`src/rtl/ro_odometer_ctrl_pkg.sv`:
```
// Shared definitions for the RO odometer sequencer: decoder mode encodings,
// FSM states and the saturating aging-delta helper.
package ro_odometer_ctrl_pkg;

  localparam int unsigned DATA_W = 32;

  // Same encodings as the downstream decoder's mode input
  typedef enum logic [1:0] {
    MODE_RST    = 2'b00,
    MODE_STRESS = 2'b01,
    MODE_MEAS   = 2'b10
  } mode_e;

  typedef enum logic [2:0] {
    IDLE    = 3'd0,
    CLEAR   = 3'd1,
    MEASURE = 3'd2,
    SETTLE  = 3'd3,
    CAPTURE = 3'd4,
    DONE    = 3'd5
  } state_e;

  // Stressed RO runs slower, so a faster stressed count is clamped to zero
  function automatic logic [DATA_W-1:0] sat_delta(input logic [DATA_W-1:0] r,
                                                  input logic [DATA_W-1:0] s);
    return (r > s) ? (r - s) : '0;
  endfunction

endpackage

```
`src/rtl/ro_odometer_ctrl_sync_2ff.sv`:
```
// Two-flop synchronizer with async reset and a synchronous flush so stale
// history is discarded before a new measurement starts.
module ro_odometer_ctrl_sync_2ff (
  input  logic clk,
  input  logic rst,
  input  logic clr_i,
  input  logic d_i,
  output logic q_o
);

  logic meta_q;
  logic sync_q;

  always_ff @(posedge clk or posedge rst) begin
    if (rst) begin
      meta_q <= 1'b0;
      sync_q <= 1'b0;
    end else if (clr_i) begin
      meta_q <= 1'b0;
      sync_q <= 1'b0;
    end else begin
      meta_q <= d_i;
      sync_q <= meta_q;
    end
  end

  assign q_o = sync_q;

endmodule

```
`src/rtl/ro_odometer_ctrl.sv`:
```
// Scan sequencer for the CDIR odometer decoder: walks every sensor, captures
// per-sensor aging deltas and reports sum, max and the aged verdict.
module ro_odometer_ctrl
  import ro_odometer_ctrl_pkg::*;
#(
  parameter int unsigned NO_CDIR       = 8,
  parameter int unsigned MUX_SEL_SIZE  = $clog2(NO_CDIR),
  parameter int unsigned CLR_CYCLES    = 2,
  parameter int unsigned SETTLE_CYCLES = 4,
  parameter int unsigned TIMEOUT       = 1024,
  parameter logic [31:0] AGE_THRESH    = 32'd5
) (
  input  logic                           clk,
  input  logic                           rst,
  input  logic                           start,
  input  logic                           stress_en,
  input  logic [DATA_W-1:0]              r_freq,
  input  logic [DATA_W-1:0]              s_freq,
  input  logic                           valid_in,
  output logic [1:0]                     mode,
  output logic [MUX_SEL_SIZE-1:0]        r_mux_sel,
  output logic [MUX_SEL_SIZE-1:0]        s_mux_sel,
  output logic                           busy,
  output logic                           res_valid,
  output logic [MUX_SEL_SIZE-1:0]        res_idx,
  output logic [DATA_W-1:0]              res_delta,
  output logic [DATA_W+MUX_SEL_SIZE-1:0] delta_sum,
  output logic [DATA_W-1:0]              delta_max,
  output logic                           aged,
  output logic                           err,
  output logic                           done
);

  localparam int unsigned SUM_W = DATA_W + MUX_SEL_SIZE;
  localparam int unsigned CNT_W = $clog2(TIMEOUT + 1);

  state_e                  state_q, state_d;
  mode_e                   mode_q, mode_d;
  logic [CNT_W-1:0]        cnt_q, cnt_d;
  logic [MUX_SEL_SIZE-1:0] idx_q, idx_d;
  logic                    busy_q, busy_d;
  logic                    res_valid_q, res_valid_d;
  logic [MUX_SEL_SIZE-1:0] res_idx_q, res_idx_d;
  logic [DATA_W-1:0]       res_delta_q, res_delta_d;
  logic [SUM_W-1:0]        sum_q, sum_d;
  logic [DATA_W-1:0]       max_q, max_d;
  logic                    aged_q, aged_d;
  logic                    err_q, err_d;
  logic                    done_q, done_d;
  logic [DATA_W-1:0]       delta_c;
  logic                    valid_sync;

  ro_odometer_ctrl_sync_2ff u_valid_sync (
    .clk   (clk),
    .rst   (rst),
    .clr_i (state_q == CLEAR),
    .d_i   (valid_in),
    .q_o   (valid_sync)
  );

  assign delta_c = sat_delta(r_freq, s_freq);

  // Next-state, datapath and registered-output logic
  always_comb begin
    state_d     = state_q;
    cnt_d       = cnt_q;
    idx_d       = idx_q;
    res_valid_d = 1'b0;
    res_idx_d   = res_idx_q;
    res_delta_d = res_delta_q;
    sum_d       = sum_q;
    max_d       = max_q;
    aged_d      = aged_q;
    err_d       = err_q;
    done_d      = done_q;
    mode_d      = MODE_RST;
    busy_d      = 1'b0;

    case (state_q)
      IDLE: begin
        if (start) begin
          state_d = CLEAR;
          cnt_d   = '0;
          idx_d   = '0;
          sum_d   = '0;
          max_d   = '0;
          aged_d  = 1'b0;
          err_d   = 1'b0;
          done_d  = 1'b0;
        end
      end
      CLEAR: begin
        if (cnt_q == CNT_W'(CLR_CYCLES - 1)) begin
          state_d = MEASURE;
          cnt_d   = '0;
        end else begin
          cnt_d = cnt_q + CNT_W'(1);
        end
      end
      MEASURE: begin
        if (valid_sync) begin
          state_d = SETTLE;
          cnt_d   = '0;
        end else if (cnt_q == CNT_W'(TIMEOUT - 1)) begin
          state_d = DONE;
          err_d   = 1'b1;
        end else begin
          cnt_d = cnt_q + CNT_W'(1);
        end
      end
      SETTLE: begin
        if (cnt_q == CNT_W'(SETTLE_CYCLES - 1)) begin
          state_d = CAPTURE;
          cnt_d   = '0;
        end else begin
          cnt_d = cnt_q + CNT_W'(1);
        end
      end
      CAPTURE: begin
        res_valid_d = 1'b1;
        res_idx_d   = idx_q;
        res_delta_d = delta_c;
        sum_d       = sum_q + SUM_W'(delta_c);
        if (delta_c > max_q) max_d = delta_c;
        if (idx_q == MUX_SEL_SIZE'(NO_CDIR - 1)) begin
          state_d = DONE;
        end else begin
          state_d = CLEAR;
          idx_d   = idx_q + MUX_SEL_SIZE'(1);
          cnt_d   = '0;
        end
      end
      DONE: begin
        // Average is sum / NO_CDIR; a timed-out scan is never reported aged
        aged_d  = !err_q && ((sum_q >> MUX_SEL_SIZE) > SUM_W'(AGE_THRESH));
        done_d  = 1'b1;
        state_d = IDLE;
      end
      default: state_d = IDLE;
    endcase

    // Mode and busy follow the state being entered so they line up with it
    busy_d = (state_d != IDLE);
    case (state_d)
      IDLE:                     mode_d = stress_en ? MODE_STRESS : MODE_RST;
      MEASURE, SETTLE, CAPTURE: mode_d = MODE_MEAS;
      default:                  mode_d = MODE_RST;
    endcase
  end

  always_ff @(posedge clk or posedge rst) begin
    if (rst) begin
      state_q     <= IDLE;
      mode_q      <= MODE_RST;
      cnt_q       <= '0;
      idx_q       <= '0;
      busy_q      <= 1'b0;
      res_valid_q <= 1'b0;
      res_idx_q   <= '0;
      res_delta_q <= '0;
      sum_q       <= '0;
      max_q       <= '0;
      aged_q      <= 1'b0;
      err_q       <= 1'b0;
      done_q      <= 1'b0;
    end else begin
      state_q     <= state_d;
      mode_q      <= mode_d;
      cnt_q       <= cnt_d;
      idx_q       <= idx_d;
      busy_q      <= busy_d;
      res_valid_q <= res_valid_d;
      res_idx_q   <= res_idx_d;
      res_delta_q <= res_delta_d;
      sum_q       <= sum_d;
      max_q       <= max_d;
      aged_q      <= aged_d;
      err_q       <= err_d;
      done_q      <= done_d;
    end
  end

  // Selects come from idx, which only moves on entry to CLEAR
  assign mode      = mode_q;
  assign r_mux_sel = idx_q;
  assign s_mux_sel = idx_q;
  assign busy      = busy_q;
  assign res_valid = res_valid_q;
  assign res_idx   = res_idx_q;
  assign res_delta = res_delta_q;
  assign delta_sum = sum_q;
  assign delta_max = max_q;
  assign aged      = aged_q;
  assign err       = err_q;
  assign done      = done_q;

endmodule
```
`config.mk`:
```
export PLATFORM = sky130hd
export DESIGN_NAME = ro_odometer_ctrl
export DESIGN_NICKNAME = d
export VERILOG_FILES = /design/src/rtl/ro_odometer_ctrl_pkg.sv /design/src/rtl/ro_odometer_ctrl_sync_2ff.sv /design/src/rtl/ro_odometer_ctrl.sv
export SDC_FILE = /design/constraint.sdc
export NUM_CORES = 1
export LEC_CHECK = 0
export ABC_AREA = 1
export CORE_ASPECT_RATIO = 0.8
export CORE_MARGIN = 1
export CORE_UTILIZATION = 38
export CTS_CLUSTER_SIZE = 16
export DETAILED_ROUTE_END_ITERATION = 7
export PLACE_DENSITY = 0.64
export SLEW_MARGIN = 20
export SYNTH_ARGS = -nofsm -noshare
export SYNTH_HDL_FRONTEND = slang
export SYNTH_SLANG_ARGS = --single-unit
export TNS_END_PERCENT = 1
```
`constraint.sdc`:
```
create_clock -name clk -period 10.2 [get_ports clk]
set_clock_uncertainty 0.05 [all_clocks]
set_input_delay 1.53 -clock clk [delete_from_list [all_inputs] [get_ports clk]]
set_output_delay 1.53 -clock clk [all_outputs]
set_load 0.1 [all_outputs]
```
# Yosys cells after proc, flatten, opt, wreduce, memory -nomap -nowiden
# Cells that the tools add are included.
# op_classes
add_sub_neg,4
magnitude_cmp,3
n_eq_ne,18
mux,34
reduce_logical,16
# ops
op,count
2-to-1 mux 32 bit,3
case mux 35 bit (2 select lines),1
2-to-1 mux 11 bit,6
> comparator 32 bit,2
case mux 32 bit (2 select lines),1
case mux 11 bit (5 select lines),1
adder 35 x 32 -> 35 bit,1
2-to-1 mux 35 bit,1
> comparator 32 x 3 -> 1 bit (second input constant),1
subtractor 32 bit,1
2-to-1 mux 3 bit,8
case mux 3 bit (5 select lines),1
== test 3 x 2 -> 1 bit (second input constant),4
== test 3 bit (second input constant),4
adder 11 x 1 -> 11 bit (second input constant),1
== test 11 x 1 -> 1 bit (second input constant),1
== test 11 x 10 -> 1 bit (second input constant),1
== test 11 x 2 -> 1 bit (second input constant),1
inequality test 2 bit (second input constant),5
AND reduction 4 bit,2
2-to-1 mux 1 bit,7
zero test 3 bit,2
case mux 1 bit (2 select lines),3
case mux 3 bit (2 select lines),1
12 further kinds,16
# totals
register_bits,128
input_bits,69
out_inout_bits,115
wordCells,90

# Logic depth before layout (Yosys ltp)
# Gate-level depths: netlist of run 1.
# logic_depth
depth_word,7
depth_mapped,33
mapped_depth_nobuf,32

# Hierarchy
# Synthesis of run 1 repeated with hierarchy kept, for this count alone.
# unflattened
cells_unflattened,1425
area_unflattened_um2,10172.3
# modules_own_cells
mod,instances,cells_each,area_per_inst_um2,seq_area_each_um2
ro_odometer_ctrl,1,1418,10103.4,3153.0
ro_odometer_ctrl_sync_2ff,1,7,68.8,50.0

# Least setup slack after synthesis of run 1
# No wires, ideal clock.
# synth_path
path_type,input -> register
startpoint,input port r_freq[0]
endpoint,register max_q[0] (netlist: delta_max[0])
setup_time_ps,121
arrival_ps,5210
setup_slack_ps,4819
stages,32
path_buffers,1
cell_sequence,inv_1 > ha_1 > inv_1 > fa_1 > nand2_1 > nand2_1 > nand3_1 > nand2_2 > nand2_2 > nand2_2 > a21oi_1 > o21ai_0 > nand3_1 > nand3b_1 > inv_1 > nand2_1 > nand2_1 > nor2_1 > ha_1 > nand2_1 > inv_1 > nand3_1 > nor3_1 > inv_1 > nor4b_1 > and3_1 > o21ai_0 > o211ai_4 > nand2_4 > buf_6 > nand2_1 > nand2_1
# synth_via
elab_chain_len,5
elab_cells_between_ends,8
cone_classes,add/sub: 1; order compare: 2; eq/ne: 1; mux: 3; reduce/logical: 1
# synth_lines
element,line_no,text
start: declaration,ro_odometer_ctrl.sv:17,"input logic [DATA_W-1:0] r_freq,"
subtractor 32 bit / > comparator 32 bit (equally long branches),ro_odometer_ctrl_pkg.sv:26,return (r > s) ? (r - s) : '0;
2-to-1 mux 32 bit *,ro_odometer_ctrl_pkg.sv:26,
via delta_c[30],ro_odometer_ctrl.sv:50,logic [DATA_W-1:0] delta_c;
> comparator 32 bit *,ro_odometer_ctrl.sv:124,if (delta_c > max_q) max_d = delta_c;
inequality test 2 bit (no source line) *,-,
AND reduction 3 bit (no source line) *,-,
end signal: assignment,ro_odometer_ctrl.sv:176,max_q <= max_d;
end: declaration,ro_odometer_ctrl.sv:46,"logic [DATA_W-1:0] max_q, max_d;"
# Mark *: on every way through the listed nets, which the timed path passes. The rest lies on a longest branch. The select of a mux whose other input is x is not followed.
# A chain may end at the register's enable or synchronous reset.

# Worst setup path after layout of run 1
# Ends and elaborated chain as after synthesis.

==> out/metrics.cfg, run 1 <==
[status]
status = complete, no violations

[logic_synthesis]
synth_warnings = 0
synth-edff-count = 0
synth_top_cell_by_area = dfrtp_1
ys.flop_type = dfrtp_1
yosysMostFrequentCell = nand2_1
ys_async_sr_fraction = 1.00
synth.avg_cell_area_um2 = 7.01
synth_fp_nets = 1587
yosys-top-cells-count = 356 x nand2_1, 212 x inv_1, 130 x nor2_1
syn_area_um2 = 9950
ys_ff_latch = 128
muxShareOfSynthArea = 0.00101
seq_area_frac_synth = 0.322
synthAdderAreaFrac = 0.127
synth_cells = 1418
synth_xor_area_frac = 0.0255
synthSimpleGateAreaFrac = 0.267
synth_compound_area_frac = 0.160
synth_cell_types = 56
synthTopCellsByArea = dfrtp_1 32%, nand2_1 13%, ha_1 12%
synth_top_family_by_area = simple AND/OR/NAND/NOR gates
synth_top_area_frac = 0.322

[clock_network]
cts_buffer_depth = 2
cts_htree_levels = 4
holdBufCountCts = 0
cts_resized = 0
cts_root_buf = clkbuf_16
post-cts-setup-buffer-count = 0
worstSkewPairLatency_ns = 0.43
cts.clk_slew.worst_paths_ns = 0.06
cts_sinks = 128
cts_buffers = 17
tritoncts = done

[place]
gp_congestion = 0.961
port_buffers = 183
dp_hpwl_um = 24300
dpl.cell_count = 1925

[floorplanning]
die_h_um = 147
dieWidth_um = 183
coreArea_um2 = 25500
rows = 52
start_util = 0.390
die_area_um2 = 26800
pin_count = 184

[worst_setup_path]
crit_buf_inv = 5
cp_data_arrival_time_ns = 7.71
end_kind = flop
required_ns = 10.46
crit_slowest_cell = clkinv_1
path_delay_family = simple AND/OR/NAND/NOR gates
path_class = input pin to flop
cpPeakStageDelay_ns = 0.79
cp-start-kind = input pin
cp_max_fo = 35

[flow_run]
drv_cap = 0

[global_routing]
grt_pass1_wl_um = 50000
grtUsageTotal = 0.236
grt_pass1_vias = 9545
globalRouteOverflowTotal = 0
grt_max_degree = 77
grt_antenna_before_repair = 0

[cells_and_area]
final_cell_count_no_fill = 1957
fillCellCount = 2540
finish.utilization = 0.496
syn2layout_area_growth_pct = 27.3
final_nets = 1762
drive_gt1_frac = 0.0374
antenna_cells = 0

[sta]
slew_headroom = 0.299
period_share = 0.730
finalHoldViolCount = 0
worst_pin_slew_ns = 1.05
max_freq_ghz = 0.134
rsz0062_at_grt = no
slew_violations = 0
setup_viol = 0
finalCriticalPeriod_ns = 7.45
fin_tns_setup_ns = 0

[power_and_ir_drop]
p_int_w = 0.00106
vdd_drop_max_mv = 0.0916
power_w = 0.00180
p_leak_nw = 6.44
switchingPower_w = 0.000742
p_clk_frac = 0.329
p_sw_frac = 0.412
pwr-share-comb = 0.362
power_density_nw_per_um2 = 142
seqPwrFrac = 0.309

[routing]
wl_per_cell_um = 15.8
wl_um = 31000
drc = 0
dr.pass1.iters = 5
viasPerCell = 5.11
vias = 9995
drt-initial-drc-count = 739
ant_nets = 0

[min_path]
hp-class = flop to flop

-- per-stage QoR --
stage / setup slack (ns) / hold slack, ns / instance area (µm²)
after floorplan: 4.82 / 0.363 / 9950
after global placement: 2.50 / 0.377 / 12100
after detailed placement: 2.34 / 0.387 / 12100
after CTS: 2.78 / 0.403 / 12700
after global routing: 2.06 / 0.450 / 12700
final: 2.75 / 0.397 / 12700
-- path summary, 6_finish.rpt --
kind                            slack, ns                 from          endpoint  cells after the start
worst min register to register       0.40  u_valid_sync.meta_q  u_valid_sync.q_o                      2
min in group asynchronous            1.50                  rst         cnt_q[10]                      2
worst min-delay path                 0.40  u_valid_sync.meta_q  u_valid_sync.q_o                      2
max in group asynchronous            7.14                  rst     res_delta[26]                      3
worst max register to register       6.66        delta_max[31]      delta_max[0]                     14
worst max-delay path                 2.75            r_freq[0]      delta_max[0]                     26
-- power by group through the flow --
stage | Sequential [W] | Combinational [W] | Clock [W]
finish | 0.000557 | 0.000652 | 0.000594
global route | 0.000560 | 0.000715 | 0.000627
CTS | 0.000556 | 0.000651 | 0.000601
detailed placement | 0.000565 | 0.000648 | 0
global placement | 0.000565 | 0.000644 | 0
floorplan | 0.000699 | 0.000334 | 0
-- placed cells by master (no fill, tap or decap), types with 3 or more instances in the layout --
cell               n
clkinv_2           3
o21a_1             5
clkbuf_16         17
nand3_1           73
inv_1            211
a21o_1            17
nand2_2            7
nor3_1            27
dfrtp_1          128
xor2_1            14
inv_6              3
or2_2              6
nor4_1            12
nand4_1           17
o21ai_0           90
xnor2_1           15
nand2_1          356
a31oi_1            8
clkinvlp_4         3
a21oi_1          118
ha_1              98
nor2_1           128
nor2_2             3
buf_4              4
a221oi_1           4
clkdlybuf4s50_1  183
o21ai_1            5
a211oi_1           6
-- sequential cells by signal, indices dropped and copies added (netlist names), 2 cells and up --
| signal | cells |
|---|---|
| delta_sum | 35 |
| res_idx | 3 |
| cnt_q | 11 |
| mode | 2 |
| delta_max | 32 |
| state_q | 3 |
| res_delta | 32 |
| r_mux_sel | 3 |
-- worst register-to-register path, cell delays in order, from the launching register on --
cell	delay (ns)
dfrtp_1	0.38
inv_1	0.06
ha_1	0.29
nand2_1	0.06
inv_1	0.06
nand3_1	0.09
nor3_1	0.14
inv_1	0.07
nor4b_1	0.39
and3_1	0.25
o21ai_0	0.15
o211ai_4	0.76
nand2_4	0.43
nand2_1	0.20
nand2_1	0.07
-- cell type report --
cell class	count	area (µm²)	share of cell area
clock buffers	18	429	0.0339
clock inverters	14	134	0.0106
inverters	215	810	0.0640
multi-input cells	1044	5780	0.457
flip-flops and latches	128	3200	0.253
well taps	351	439	0.0347
repair buffers	187	1860	0.147
-- logic make-up after synthesis --
logic type               Yosys count
XOR/XNOR                          29
buffers and inverters            246
adder cells (fa/ha/maj)          100
multiplexers                       1
flip-flops                       128
AO/OA/AOI/OAI                    277
AND/OR/NAND/NOR                  637
-- layer usage --
metal | vias up | track usage | wire (µm)
li1 | 5024 | - | -
met1 | 4596 | 0.346 | 15200
met2 | 348 | 0.356 | 13200
met3 | 27 | 0.0461 | 2220
met4 | 0 | 0.0542 | 362
met5 | - | 0 | 0
No activity file was read; power rests on OpenSTA's default activity.
==> run 2, diff against run 1 <==
--- a/config.mk
+++ b/config.mk
@@ -11,7 +11,7 @@
 export CORE_UTILIZATION = 38
 export CTS_CLUSTER_SIZE = 16
 export DETAILED_ROUTE_END_ITERATION = 7
-export PLACE_DENSITY = 0.64
+export PLACE_DENSITY = 0.67
 export SLEW_MARGIN = 20
 export SYNTH_ARGS = -nofsm -noshare
 export SYNTH_HDL_FRONTEND = slang
==> constraint.sdc (replaced) <==
create_clock -name clk -period 6.3 [get_ports clk]
set_clock_uncertainty 0.05 [all_clocks]
set_input_delay 0.945 -clock clk [delete_from_list [all_inputs] [get_ports clk]]
set_output_delay 0.945 -clock clk [all_outputs]
set_load 0.1 [all_outputs]
==> run 2 against run 1 <==
Worst hold slack gained 0.0045 ns. Clock power is 68% higher. Total power rose by 65%. Wire length up 0.91%. Combinational power rose by 64%. Critical endpoint is now delta_max[20]. Largest power group unchanged.
==> out/metrics.cfg, run 2 (synthesized netlist as in run 1, its figures left out) <==
[flow_run]
drv_cap = 0  ; unchanged

[floorplanning]
die_h_um = 147  ; unchanged
dieWidth_um = 183  ; unchanged
rows = 52  ; unchanged
start_util = 0.390  ; unchanged
coreArea_um2 = 25500  ; unchanged
pin_count = 184  ; unchanged
die_area_um2 = 26800  ; unchanged

[clock_network]
cts_buffer_depth = 2  ; unchanged
cts_buffers = 17  ; unchanged
cts.clk_slew.worst_paths_ns = 0.06  ; about the same
cts_sinks = 128  ; unchanged
cts_root_buf = clkbuf_16
cts_resized = 0  ; unchanged
worstSkewPairLatency_ns = 0.43  ; about the same
holdBufCountCts = 0  ; unchanged
tritoncts = done
post-cts-setup-buffer-count = 0  ; unchanged
cts_htree_levels = 4  ; unchanged

[sta]
max_freq_ghz = 0.178
finalCriticalPeriod_ns = 5.62
rsz0062_at_grt = no
worst_pin_slew_ns = 1.04  ; -0.00747 ns
slew_violations = 0  ; unchanged
fin_tns_setup_ns = 0  ; unchanged
period_share = 0.893
slew_headroom = 0.304  ; +0.00499
setup_viol = 0  ; unchanged
finalHoldViolCount = 0  ; unchanged

[routing]
drt-initial-drc-count = 813  ; +10%
vias = 10100  ; +0.67%
ant_nets = 0  ; unchanged
viasPerCell = 5.10  ; about the same
drc = 0  ; unchanged
wl_per_cell_um = 15.8  ; +0.14%
wl_um = 31200  ; +0.91%
dr.pass1.iters = 5  ; unchanged

[worst_setup_path]
cp_data_arrival_time_ns = 5.88  ; -1.83 ns
cp-start-kind = input pin
path_class = input pin to flop
reg2regPathDepth = 15  ; +1
required_ns = 6.55  ; -3.91 ns
cp_max_fo = 32  ; -8.6%
end_kind = flop

[global_routing]
grt_antenna_before_repair = 0  ; unchanged
globalRouteOverflowTotal = 0  ; unchanged
grt_max_degree = 73  ; -5.2%
grt_pass1_vias = 9496  ; -0.51%
grt_pass1_wl_um = 49800  ; -0.48%
grtUsageTotal = 0.235  ; -0.000661

[min_path]
whs_path_depth = 2  ; unchanged
hp-class = flop to flop

[cells_and_area]
antenna_cells = 0  ; unchanged
final_common_cell = nand2_1
finish.utilization = 0.502  ; +0.00540
fillCellCount = 2552  ; +0.47%
final_cell_mix = 356 x nand2_1, 211 x inv_1, 183 x clkdlybuf4s50_1, 128 x nor2_1, 128 x dfrtp_1
final_nets = 1777  ; +0.85%
layout.area.seq_um2 = 3200  ; unchanged
multi_input_area_um2 = 5790  ; about the same
largest_reg_flops = 35  ; unchanged
drive_gt1_frac = 0.0457  ; +0.00829
syn2layout_area_growth_pct = 28.6

[power_and_ir_drop]
p_leak_nw = 6.53  ; +1.4%
power_density_nw_per_um2 = 232  ; +63%
vdd_drop_max_mv = 0.193  ; +110%
power_w = 0.00297  ; +65%

[place]
gp_congestion = 0.982  ; +2.2%
port_buffers = 183  ; unchanged
dp_hpwl_um = 24700  ; +1.5%

[status]
status = complete, no violations

-- run 2: final cells by class --
cell class | instances | area share
Timing Repair Buffer | 202 | 0.154
Inverter | 215 | 0.0633
Sequential cell | 128 | 0.250
Clock buffer | 19 | 0.0338
Clock inverter | 13 | 0.0117
Multi-Input combinational cell | 1044 | 0.452
Tap cell | 351 | 0.0343
-- run 2: path summary, 6_finish.rpt --
path	end	slack, ns	startpoint
max in group asynchronous	res_delta[23]	3.82	rst
min	u_valid_sync.q_o	0.40	u_valid_sync.meta_q
min in group asynchronous	res_delta[7]	1.02	rst
max reg2reg	delta_sum[22]	3.15	delta_sum[0]
min reg2reg	u_valid_sync.q_o	0.40	u_valid_sync.meta_q
max	delta_max[20]	0.68	s_freq[2]
-- run 2: worst max-delay path, cell delays in order --
cell and delay (ns):
clkdlybuf4s50_1 0.45, inv_1 0.04, ha_1 0.31, a21oi_1 0.21, o21ai_0 0.13, nand2_1 0.08, nand3_1 0.15, a21boi_0 0.43
inv_1 0.08, nand2_1 0.07, nand2_1 0.12, nand3_1 0.10, nand2_1 0.07, xnor2_1 0.31, nor2_1 0.15, ha_1 0.32
nand2_1 0.05, inv_1 0.07, nand3_1 0.08, nor3_1 0.14, inv_1 0.08, nor4b_1 0.39, and3_1 0.24, o21ai_0 0.13
o211ai_4 0.23, nand2_4 0.26, nand2_1 0.17, nand2_1 0.06
-- run 2: metrics by stage --
| step | area (µm²) | instances | setup WS (ns) | hold slack [ns] |
|---|---|---|---|---|
| after global placement | 12200 | 1940 | 0.454 | 0.376 |
| after detailed placement | 12200 | 1940 | 0.323 | 0.390 |
| after floorplan | 9950 | 1418 | 1.50 | 0.363 |
| after CTS | 12800 | 1972 | 0.779 | 0.407 |
| after global routing | 12800 | 1972 | 0.238 | 0.425 |
| final | 12800 | 1972 | 0.677 | 0.401 |
-- run 2: power breakdown --
| group | leakage, nW | internal, W | switching, W |
|---|---|---|---|
| sequential | 1.65 | 0.000867 | 0.0000342 |
| combinational | 4.59 | 0.000311 | 0.000758 |
| clock | 0.280 | 0.000591 | 0.000407 |
| total | 6.53 | 0.00177 | 0.00120 |
-- run 2: per-layer routing --
| metal | track usage | vias to the layer above | part of all wire |
|---|---|---|---|
| li1 | - | 5049 | - |
| met1 | 0.345 | 4612 | 0.49 |
| met2 | 0.354 | 373 | 0.43 |
| met3 | 0.0503 | 28 | 0.076 |
| met4 | 0.0492 | 0 | 0.0091 |
| met5 | 0 | - | 0 |
